==> config.mk <==
export PLATFORM = sky130hd
export DESIGN_NAME = qam_demap_lock
export DESIGN_NICKNAME = d
export VERILOG_FILES = /design/src/rtl/qam_demap_pkg.sv /design/src/rtl/qam_lock_fsm.sv /design/src/rtl/qam_demap_lock.sv
export SDC_FILE = /design/constraint.sdc
export NUM_CORES = 1
export LEC_CHECK = 0
export ABC_CLOCK_PERIOD_IN_PS = 2970
export BUFFER_PORTS_ARGS = -buffer_cell sky130_fd_sc_hd__buf_2
export CAP_MARGIN = 20
export CORE_MARGIN = 10
export CORE_UTILIZATION = 30
export DETAILED_ROUTE_END_ITERATION = 12
export GPL_TIMING_DRIVEN = 1
export MAX_ROUTING_LAYER = met4
export PLACE_DENSITY = 0.51
export SLEW_MARGIN = 40
export SYNTH_ARGS = -nofsm -noshare
export SYNTH_HDL_FRONTEND = slang
export SYNTH_SLANG_ARGS = --single-unit
==> constraint.sdc <==
create_clock -name clk -period 2.97 [get_ports clk]
set_input_delay 0.297 -clock clk [delete_from_list [all_inputs] [get_ports clk]]
set_output_delay 0.297 -clock clk [all_outputs]
set_load 0.02 [all_outputs]
==> src/rtl/qam_demap_pkg.sv <==
// Shared types, Q4.12 slicer thresholds and the per-axis Gray mapping for the
// 16-QAM demapper and its carrier lock detector.
package qam_demap_pkg;

  localparam int unsigned SAMPLE_W = 16;
  localparam int unsigned SYM_W    = 4;

  localparam logic signed [SAMPLE_W-1:0] THR_POS  = 16'sh2000;
  localparam logic signed [SAMPLE_W-1:0] THR_NEG  = 16'shE000;
  localparam logic signed [SAMPLE_W-1:0] THR_ZERO = 16'sh0000;

  typedef enum logic [1:0] {
    SEARCH = 2'd0,
    VERIFY = 2'd1,
    LOCKED = 2'd2,
    HOLD   = 2'd3
  } lock_state_t;

  // Levels -3,-1,+1,+3 -> 00,01,11,10; a sample on a threshold takes the upper level.
  function automatic logic [1:0] grayMap(input logic signed [SAMPLE_W-1:0] x);
    logic [1:0] code;
    code = 2'b10;
    if (x < THR_NEG) begin
      code = 2'b00;
    end else if (x < THR_ZERO) begin
      code = 2'b01;
    end else if (x < THR_POS) begin
      code = 2'b11;
    end
    return code;
  endfunction

endpackage

==> src/rtl/qam_lock_fsm.sv <==
// Carrier lock detector: windowed count of small phase errors feeding a
// SEARCH/VERIFY/LOCKED/HOLD state machine evaluated once per window.
module qam_lock_fsm
  import qam_demap_pkg::*;
#(
  parameter int unsigned WINDOW      = 64,
  parameter int unsigned PASS_CNT    = 56,
  parameter int unsigned LOCK_THR    = 1024,
  parameter int unsigned LOCK_WINS   = 2,
  parameter int unsigned UNLOCK_WINS = 4
) (
  input  logic        clk,
  input  logic        reset,
  input  logic        clkEnable,
  input  logic [15:0] phaseErr,
  output logic [1:0]  lockState,
  output logic        locked
);

  localparam int unsigned WIN_W  = $clog2(WINDOW);
  localparam int unsigned GOOD_W = $clog2(WINDOW + 1);
  localparam int unsigned PASS_W = $clog2(LOCK_WINS + 1);
  localparam int unsigned FAIL_W = $clog2(UNLOCK_WINS + 1);

  lock_state_t       state, stateNext;
  logic [WIN_W-1:0]  winCnt;
  logic [GOOD_W-1:0] goodCnt, goodTotal;
  logic [PASS_W-1:0] passCnt, passNext, passInc;
  logic [FAIL_W-1:0] failCnt, failNext, failInc;
  logic [15:0]       absErr;
  logic              good, winEnd, winPass;

  // Magnitude with the most negative code folded onto full scale.
  always_comb begin
    absErr = phaseErr;
    if (phaseErr == 16'h8000) begin
      absErr = 16'h7FFF;
    end else if (phaseErr[15]) begin
      absErr = 16'(~phaseErr + 16'd1);
    end
  end

  assign good      = 32'(absErr) < LOCK_THR;
  assign winEnd    = clkEnable && (winCnt == WIN_W'(WINDOW - 1));
  assign goodTotal = goodCnt + GOOD_W'(good);
  assign winPass   = 32'(goodTotal) >= PASS_CNT;
  assign passInc   = (passCnt == PASS_W'(LOCK_WINS)) ? passCnt : passCnt + PASS_W'(1);
  assign failInc   = (failCnt == FAIL_W'(UNLOCK_WINS)) ? failCnt : failCnt + FAIL_W'(1);

  always_ff @(posedge clk) begin
    if (reset) begin
      state   <= SEARCH;
      passCnt <= '0;
      failCnt <= '0;
      winCnt  <= '0;
      goodCnt <= '0;
      locked  <= 1'b0;
    end else begin
      locked <= (state == LOCKED) || (state == HOLD);
      if (clkEnable) begin
        winCnt  <= winEnd ? '0 : winCnt + WIN_W'(1);
        goodCnt <= winEnd ? '0 : goodTotal;
        state   <= stateNext;
        passCnt <= passNext;
        failCnt <= failNext;
      end
    end
  end

  always_comb begin
    stateNext = state;
    passNext  = passCnt;
    failNext  = failCnt;
    if (winEnd) begin
      case (state)
        SEARCH: begin
          if (winPass) begin
            passNext  = PASS_W'(1);
            stateNext = (LOCK_WINS <= 1) ? LOCKED : VERIFY;
          end
        end
        VERIFY: begin
          if (winPass) begin
            passNext = passInc;
            if (32'(passInc) >= LOCK_WINS) begin
              stateNext = LOCKED;
            end
          end else begin
            passNext  = '0;
            stateNext = SEARCH;
          end
        end
        LOCKED: begin
          if (!winPass) begin
            failNext  = FAIL_W'(1);
            stateNext = (UNLOCK_WINS <= 1) ? SEARCH : HOLD;
          end
        end
        HOLD: begin
          if (winPass) begin
            failNext  = '0;
            stateNext = LOCKED;
          end else begin
            failNext = failInc;
            if (32'(failInc) >= UNLOCK_WINS) begin
              stateNext = SEARCH;
            end
          end
        end
        default: stateNext = SEARCH;
      endcase
    end
  end

  assign lockState = state;

endmodule

==> src/rtl/qam_demap_lock.sv <==
// 16-QAM hard-decision demapper (two-stage slicer pipeline) with a carrier
// lock indicator driven by the PLL phase error.
module qam_demap_lock
  import qam_demap_pkg::*;
#(
  parameter int unsigned WINDOW      = 64,
  parameter int unsigned PASS_CNT    = 56,
  parameter int unsigned LOCK_THR    = 1024,
  parameter int unsigned LOCK_WINS   = 2,
  parameter int unsigned UNLOCK_WINS = 4
) (
  input  logic        clk,
  input  logic        reset,
  input  logic        clk_enable,
  input  logic [15:0] in_re,
  input  logic [15:0] in_im,
  input  logic [15:0] phase_err,
  output logic [3:0]  sym,
  output logic        sym_valid,
  output logic        locked,
  output logic [1:0]  lock_state
);

  logic [SAMPLE_W-1:0] reQ, imQ;
  logic                capValid;

  // Stage 1 captures the sample, stage 2 publishes its decision.
  always_ff @(posedge clk) begin
    if (reset) begin
      reQ       <= '0;
      imQ       <= '0;
      capValid  <= 1'b0;
      sym       <= '0;
      sym_valid <= 1'b0;
    end else if (clk_enable) begin
      reQ       <= in_re;
      imQ       <= in_im;
      capValid  <= 1'b1;
      sym_valid <= capValid;
      if (capValid) begin
        sym <= {grayMap($signed(reQ)), grayMap($signed(imQ))};
      end
    end else begin
      sym_valid <= 1'b0;
    end
  end

  qam_lock_fsm #(
    .WINDOW      (WINDOW),
    .PASS_CNT    (PASS_CNT),
    .LOCK_THR    (LOCK_THR),
    .LOCK_WINS   (LOCK_WINS),
    .UNLOCK_WINS (UNLOCK_WINS)
  ) u_lockFsm (
    .clk       (clk),
    .reset     (reset),
    .clkEnable (clk_enable),
    .phaseErr  (phase_err),
    .lockState (lock_state),
    .locked    (locked)
  );

endmodule

==> flow_summary.yaml, run 1 <==
placement:
  hpwl_um: 2740
  numPortBuffers: 32
  finalWeightedCongestion: 0.755
run:
  cap_violations: 0
critical_path:
  reg2reg_to: "u_lockFsm.lockState[0]$_SDFFE_PP0P_"
  crit_required_ns: 3.13
  cp_cell_sequence: "buf_2 > or4_1 > o31ai_1 > ha_1 > ha_1 > a21o_1 > a21oi_1 > or3_1 > or2_1 > a2111oi_1"
  cp-endpoint: "u_lockFsm.lockState[0]$_SDFFE_PP0P_"
  cpMaxStageDelayCell: "or4_1"
  start_kind: "primary input"
  r2r_start: "u_lockFsm.goodCnt[0]$_SDFFE_PP0P_"
  path_class: "in -> reg"
  r2r_slack_ns: 0.68
  cp-startpoint: "phase_err[13]"
  cp.depth: 10
  cp_slowest_stage_delay_ns: 0.51
  reg2regPathDepth: 8
  worstPathBufferInverterCount: 1
  crit_top_cell: "ha_1"
  setup.worst_path.end_class: "register"
  worstPathMaxFanout: 9
  critPathArrivalTime_ns: 2.85
  cpLargestDelayFamily: "simple AND/OR/NAND/NOR gates"
final_layout:
  drive_gt1_frac: 0.176
  fin_nets: 303
  fillers: 597
  area_growth_pct: 19.7
  n_antenna_cell: 0
power:
  p_sw_frac: 0.232
  power_density_nw_per_um2: 425
  power_mw: 0.846
  clkPwrFrac: 0.376
  vdd_drop_max_v: 0.000293
  share_comb_of_total_power: 0.077
  p_leak_nw: 0.778
  p_int_mw: 0.651
  power.switching_mw: 0.196
  p_seq_frac: 0.547
sta:
  fin_worst_skew_ns: 0.00408
  max_slew_margin: 0.539
  worst_pin_slew_ns: 0.689
  slew_viol_final: 0
  max_freq_ghz: 0.373
  rsz0062_at_grt: "false"
  hold_violations: 0
  fin_setup_tns_ns: 0
  setup_viol: 0
  min_period_ns: 2.68
  finalCritPeriodShare: 0.903
clock_network:
  clock-sinks: 33
  holdBufCountCts: 0
  ctsResizeCount: 0
  clk_pin_slew_ns: 0.07
  numCtsBuffers: 5
  htreeDepth: 2
  cts_root_buffer: "clkbuf_8"
  cts_tree: "built"
  worstSkewPairLatency_ns: 0.28
  post-cts-setup-buffers: 0
  clockBufferDepth: 2
synth:
  yosys.area.top_type: "dfxtp_1"
  yosysWarnings: 0
  seq_area_frac_synth: 0.398
  synthArstFlopShare: 0
  netlist_area_um2: 1660
  synth_seq_cells: 33
  ys_types: 37
  ys.flop_type: "dfxtp_1"
  synth_fp_nets: 268
  syn_inst: 209
  synth_commonest_cells: "33 x dfxtp_1, 26 x nor2_1, 24 x nand2_1"
  synth-edff-count: 0
  synth_top_area_share: 0.398
  ys_top_cells_by_area: "dfxtp_1 40%, ha_1 6.0%, nor2_1 5.9%, nand2_1 5.4%, a21oi_1 4.5%"
  post-synth-top-count-cell: "dfxtp_1"
  syn_avg_cell_area_um2: 7.95
run_status:
  status: "complete, no violations"
die:
  core_area_um2: 5440
  die-area_um2: 8920
  start_util: 0.305
  ioPinCount: 59
  die_h_um: 94.4
  fp-row-count: 27
  die_w_um: 94.4
drt:
  wl_um: 3770
  ant_nets: 0
  drc_errors: 0
  firstDrtPassIters: 4
  vias: 1533
  drt_iter0_drc: 64
  viasPerCell: 4.84
  post_drt_wl_per_cell_um: 11.9
global_route:
  grt_pass1_vias: 1458
  grt_max_degree: 34
  grt_pass1_wl_um: 6610
  antenna_found_initial: 0
  grtUsageTotal: 0.0922
  gr-total-overflow: 0
min_path:
  hold_class: "in -> reg"
==> kinds of logic (layout without fill, tap and decap cells) <==
kind of cell | after synthesis | in the layout | share of synthesized area
adder cells (fa/ha/maj) | 8 | 8 | 0.0602
flip-flops | 33 | 33 | 0.398
AND/OR/NAND/NOR | 99 | 99 | 0.290
AO/OA/AOI/OAI | 38 | 38 | 0.136
XOR/XNOR | 6 | 6 | 0.0316
buffers and inverters | 18 | 54 | 0.0422
multiplexers | 7 | 7 | 0.0422
==> routing by layer <==
metal	global-route usage	vias to the layer above	share of wire
met5	-	-	0
met4	0.0266	0	0.0090
met3	0.0254	4	0.027
met2	0.149	19	0.49
met1	0.109	699	0.48
li1	-	811	-
==> final cells by class <==
cell class                 count  area, um2  share of cell area
multi-input combinational    158        931               0.468
tap                           72       90.1              0.0453
clock buffer                   8       80.1              0.0403
sequential                    33        661               0.332
timing repair buffer          36        190              0.0956
inverter                      10       37.5              0.0189
==> cell usage in the layout (no fill, tap or decap), types with 4 or more instances in the layout <==
cell type  count
ha_1           8
xor2_1         4
inv_1         10
or4_1          4
nand3_1       15
mux2i_1        7
a21oi_1       15
nor2_1        26
o21ai_0       11
dfxtp_1       33
nand2b_1       5
nor3_1         6
nand2_1       24
buf_2         32
clkbuf_8       5
buf_4          4
==> registers in the layout, indices dropped and copies added, names as in the netlist, named ones only <==
| signal | flops |
|---|---|
| reQ | 3 |
| u_lockFsm.failCnt | 3 |
| sym_valid | 1 |
| imQ | 3 |
| u_lockFsm.winCnt | 6 |
| u_lockFsm.passCnt | 2 |
| u_lockFsm.locked | 1 |
| u_lockFsm.goodCnt | 7 |
| capValid | 1 |
| u_lockFsm.lockState | 1 |
| sym | 4 |
==> tightest hold or removal path, delay by kind of cell <==
kind / cells / cell delay [ns]
buf+inv: 1 / 0.07
mux: 1 / 0.05
simple gates: 1 / 0.07
==> worst min path at each step <==
stage                         from                                 to  cells past startpoint
3_3_place_gp   sym[2]$_SDFFE_PP0P_                sym[2]$_SDFFE_PP0P_                      2
2_1_floorplan                reset  u_lockFsm.failCnt[0]$_SDFFE_PP0P_                      1
6_report                 in_im[14]               imQ[14]$_SDFFE_PP0P_                      3
5_1_grt                  in_re[15]               reQ[15]$_SDFFE_PP0P_                      3
4_1_cts                  in_im[15]               imQ[15]$_SDFFE_PP0P_                      3
3_5_place_dp   sym[2]$_SDFFE_PP0P_                sym[2]$_SDFFE_PP0P_                      2
==> stage by stage <==
stage / utilization / instances / hold WS, ns / area, um2 / worst slack, ns
floorplan: - / 209 / 0.374 / 1660 / 0.214
global placement: 0.351 / 309 / 0.440 / 1910 / -0.00951
detailed placement: 0.351 / 309 / 0.445 / 1910 / -0.0263
CTS: 0.366 / 317 / 0.247 / 1990 / 0.251
global route: 0.366 / 317 / 0.265 / 1990 / 0.0282
finish: 0.366 / 317 / 0.255 / 1990 / 0.287
==> power groups by stage <==
| stage | sequential [mW] | clock (mW) | combinational (mW) |
|---|---|---|---|
| finish | 0.463 | 0.318 | 0.0654 |
| CTS | 0.463 | 0.330 | 0.0665 |
| detailed placement | 0.473 | 0 | 0.0662 |
| global placement | 0.473 | 0 | 0.0657 |
| floorplan | 0.476 | 0 | 0.0347 |
| global route | 0.465 | 0.348 | 0.0755 |
No activity file was read; power rests on OpenSTA's default activity.
==> inputs of run 2 (changes only) <==
--- a/config.mk
+++ b/config.mk
@@ -5,7 +5,7 @@
 export SDC_FILE = /design/constraint.sdc
 export NUM_CORES = 1
 export LEC_CHECK = 0
-export ABC_CLOCK_PERIOD_IN_PS = 2970
+export ABC_CLOCK_PERIOD_IN_PS = 2900
 export BUFFER_PORTS_ARGS = -buffer_cell sky130_fd_sc_hd__buf_2
 export CAP_MARGIN = 20
 export CORE_MARGIN = 10
==> constraint.sdc (replaced) <==
create_clock -name clk -period 2.9 [get_ports clk]
set_input_delay 0.29 -clock clk [delete_from_list [all_inputs] [get_ports clk]]
set_output_delay 0.29 -clock clk [all_outputs]
set_load 0.02 [all_outputs]
==> flow_summary.yaml, run 2 (synthesized netlist as in run 1, its figures left out) <==
run_status:
  status: "complete, no violations"
die:
  fp-row-count: 27
  die-area_um2: 8920
  core_area_um2: 5440
  start_util: 0.305
  die_h_um: 94.4
  ioPinCount: 59
  die_w_um: 94.4
sta:
  hold_slack_ns: 0.237
  rsz0062_at_grt: "false"
  fin_ws_ns: 0.246
  max_freq_ghz: 0.377
  worst_pin_slew_ns: 0.682
  min_period_ns: 2.65
  finalCritPeriodShare: 0.915
  setup_viol: 0
  slew_viol_final: 0
  max_slew_margin: 0.543
  fin_worst_skew_ns: 0.00734
  hold_violations: 0
global_route:
  antenna_found_initial: 0
  grt_pass1_vias: 1450
  grt_max_degree: 34
  grtUsageTotal: 0.0921
  gr-total-overflow: 0
  grt_pass1_wl_um: 6600
final_layout:
  fillers: 563
  n_antenna_cell: 0
  top_register: "u_lockFsm.goodCnt"
  register_area_um2: 661
  layout_commonest_cell: "dfxtp_1"
  largest_reg_flops: 7
  fin_nets: 304
  multi_input_area_um2: 931
  fin_area_um2: 2000
  area_growth_pct: 20.6
  utilization: 0.368
  drive_gt1_frac: 0.191
  largestRegisters: "u_lockFsm.goodCnt: 7 flops, u_lockFsm.winCnt: 6 flops, sym: 4 flops"
  final_cell_mix: "33 x dfxtp_1, 32 x buf_2, 26 x nor2_1"
critical_path:
  cp_slowest_stage_delay_ns: 0.55
  crit_required_ns: 3.11
  worstPathMaxFanout: 9
  path_class: "in -> reg"
  cp-startpoint: "phase_err[13]"
  start_kind: "primary input"
  r2r_start: "u_lockFsm.goodCnt[0]$_SDFFE_PP0P_"
  cpMaxStageDelayCell: "or4_1"
  setup.worst_path.end_class: "register"
  critPathArrivalTime_ns: 2.86
  cp_cell_sequence: "buf_2 > or4_1 > o31ai_1 > ha_1 > ha_1 > a21o_1 > a21oi_1 > or3_1 > or4_1 > a31oi_1"
clock_network:
  clock-sinks: 33
  clockBufferDepth: 2
  holdBufCountCts: 0
  numCtsBuffers: 5
  post-cts-setup-buffers: 0
  worstSkewPairLatency_ns: 0.28
  ctsResizeCount: 0
  cts_root_buffer: "clkbuf_8"
  clk_pin_slew_ns: 0.07
  cts_tree: "built"
  htreeDepth: 2
drt:
  post_drt_wl_per_cell_um: 11.8
  ant_nets: 0
  wl_um: 3740
  drt_iter0_drc: 65
  vias: 1509
  viasPerCell: 4.75
  firstDrtPassIters: 4
  drc_errors: 0
placement:
  finalWeightedCongestion: 0.757
  dpl_cell_area_um2: 1920
  place_ws_ns: -0.0634
  numPortBuffers: 32
  hpwl_um: 2740
power:
  p_leak_nw: 0.788
  power_density_nw_per_um2: 438
  vdd_drop_max_v: 0.000327
min_path:
  worstHoldStart: "in_im[15]"
  hold_class: "in -> reg"
run:
  cap_violations: 0
[run 2: cell count changes in the layout (fill, tap and decap cells not counted)]
cell	change
buf_4	+1
clkbuf_1	-3
clkinv_2	+2
clkinvlp_4	+1
[run 2: layout make-up]
cell class | instances | share of cell area
multi-input cells | 158 | 0.465
flip-flops and latches | 33 | 0.330
repair buffers | 37 | 0.0987
well taps | 72 | 0.0450
clock buffers | 5 | 0.0344
inverters | 10 | 0.0187
clock inverters | 3 | 0.00874
[run 2: worst paths after layout]
kind	to	slack (ns)	cells after the start
max	u_lockFsm.failCnt[2]$_SDFFE_PP0P_	0.25	10
min	imQ[15]$_SDFFE_PP0P_	0.24	3
max reg2reg	u_lockFsm.failCnt[2]$_SDFFE_PP0P_	0.62	8
min reg2reg	sym[2]$_SDFFE_PP0P_	0.45	2
[run 2: worst max-delay path, delay by kind of cell]
kind	cells	cell delay (ns)
adder cells (fa/ha/maj)	2	0.40
AND/OR/NAND/NOR	3	1.51
buffers and inverters	1	0.10
AO/OA/AOI/OAI	4	0.55
[run 2: through the flow]
| step | TNS, ns | std cells | power [mW] |
|---|---|---|---|
| global placement | -0.151 | 310 | 0.552 |
| detailed placement | -0.163 | 310 | 0.552 |
| finish | 0 | 318 | 0.877 |
| floorplan | 0 | 209 | 0.523 |
| CTS | 0 | 318 | 0.894 |
| global route | 0 | 318 | 0.920 |
[run 2: power by group]
part	internal, mW	leakage [nW]	switching (mW)
Clock	0.165	0.0439	0.171
Combinational	0.0301	0.476	0.0365
Sequential	0.465	0.268	0.00847
Total	0.661	0.788	0.216
[run 2: per-layer routing]
| layer | GRT usage | vias to the layer above | share of wire | wire length [um] |
|---|---|---|---|---|
| li1 | - | 806 | - | - |
| met1 | 0.104 | 681 | 0.48 | 1780 |
| met5 | - | - | 0 | 0 |
| met3 | 0.0254 | 4 | 0.027 | 102 |
| met2 | 0.153 | 18 | 0.49 | 1820 |
| met4 | 0.0304 | 0 | 0.0096 | 36 |
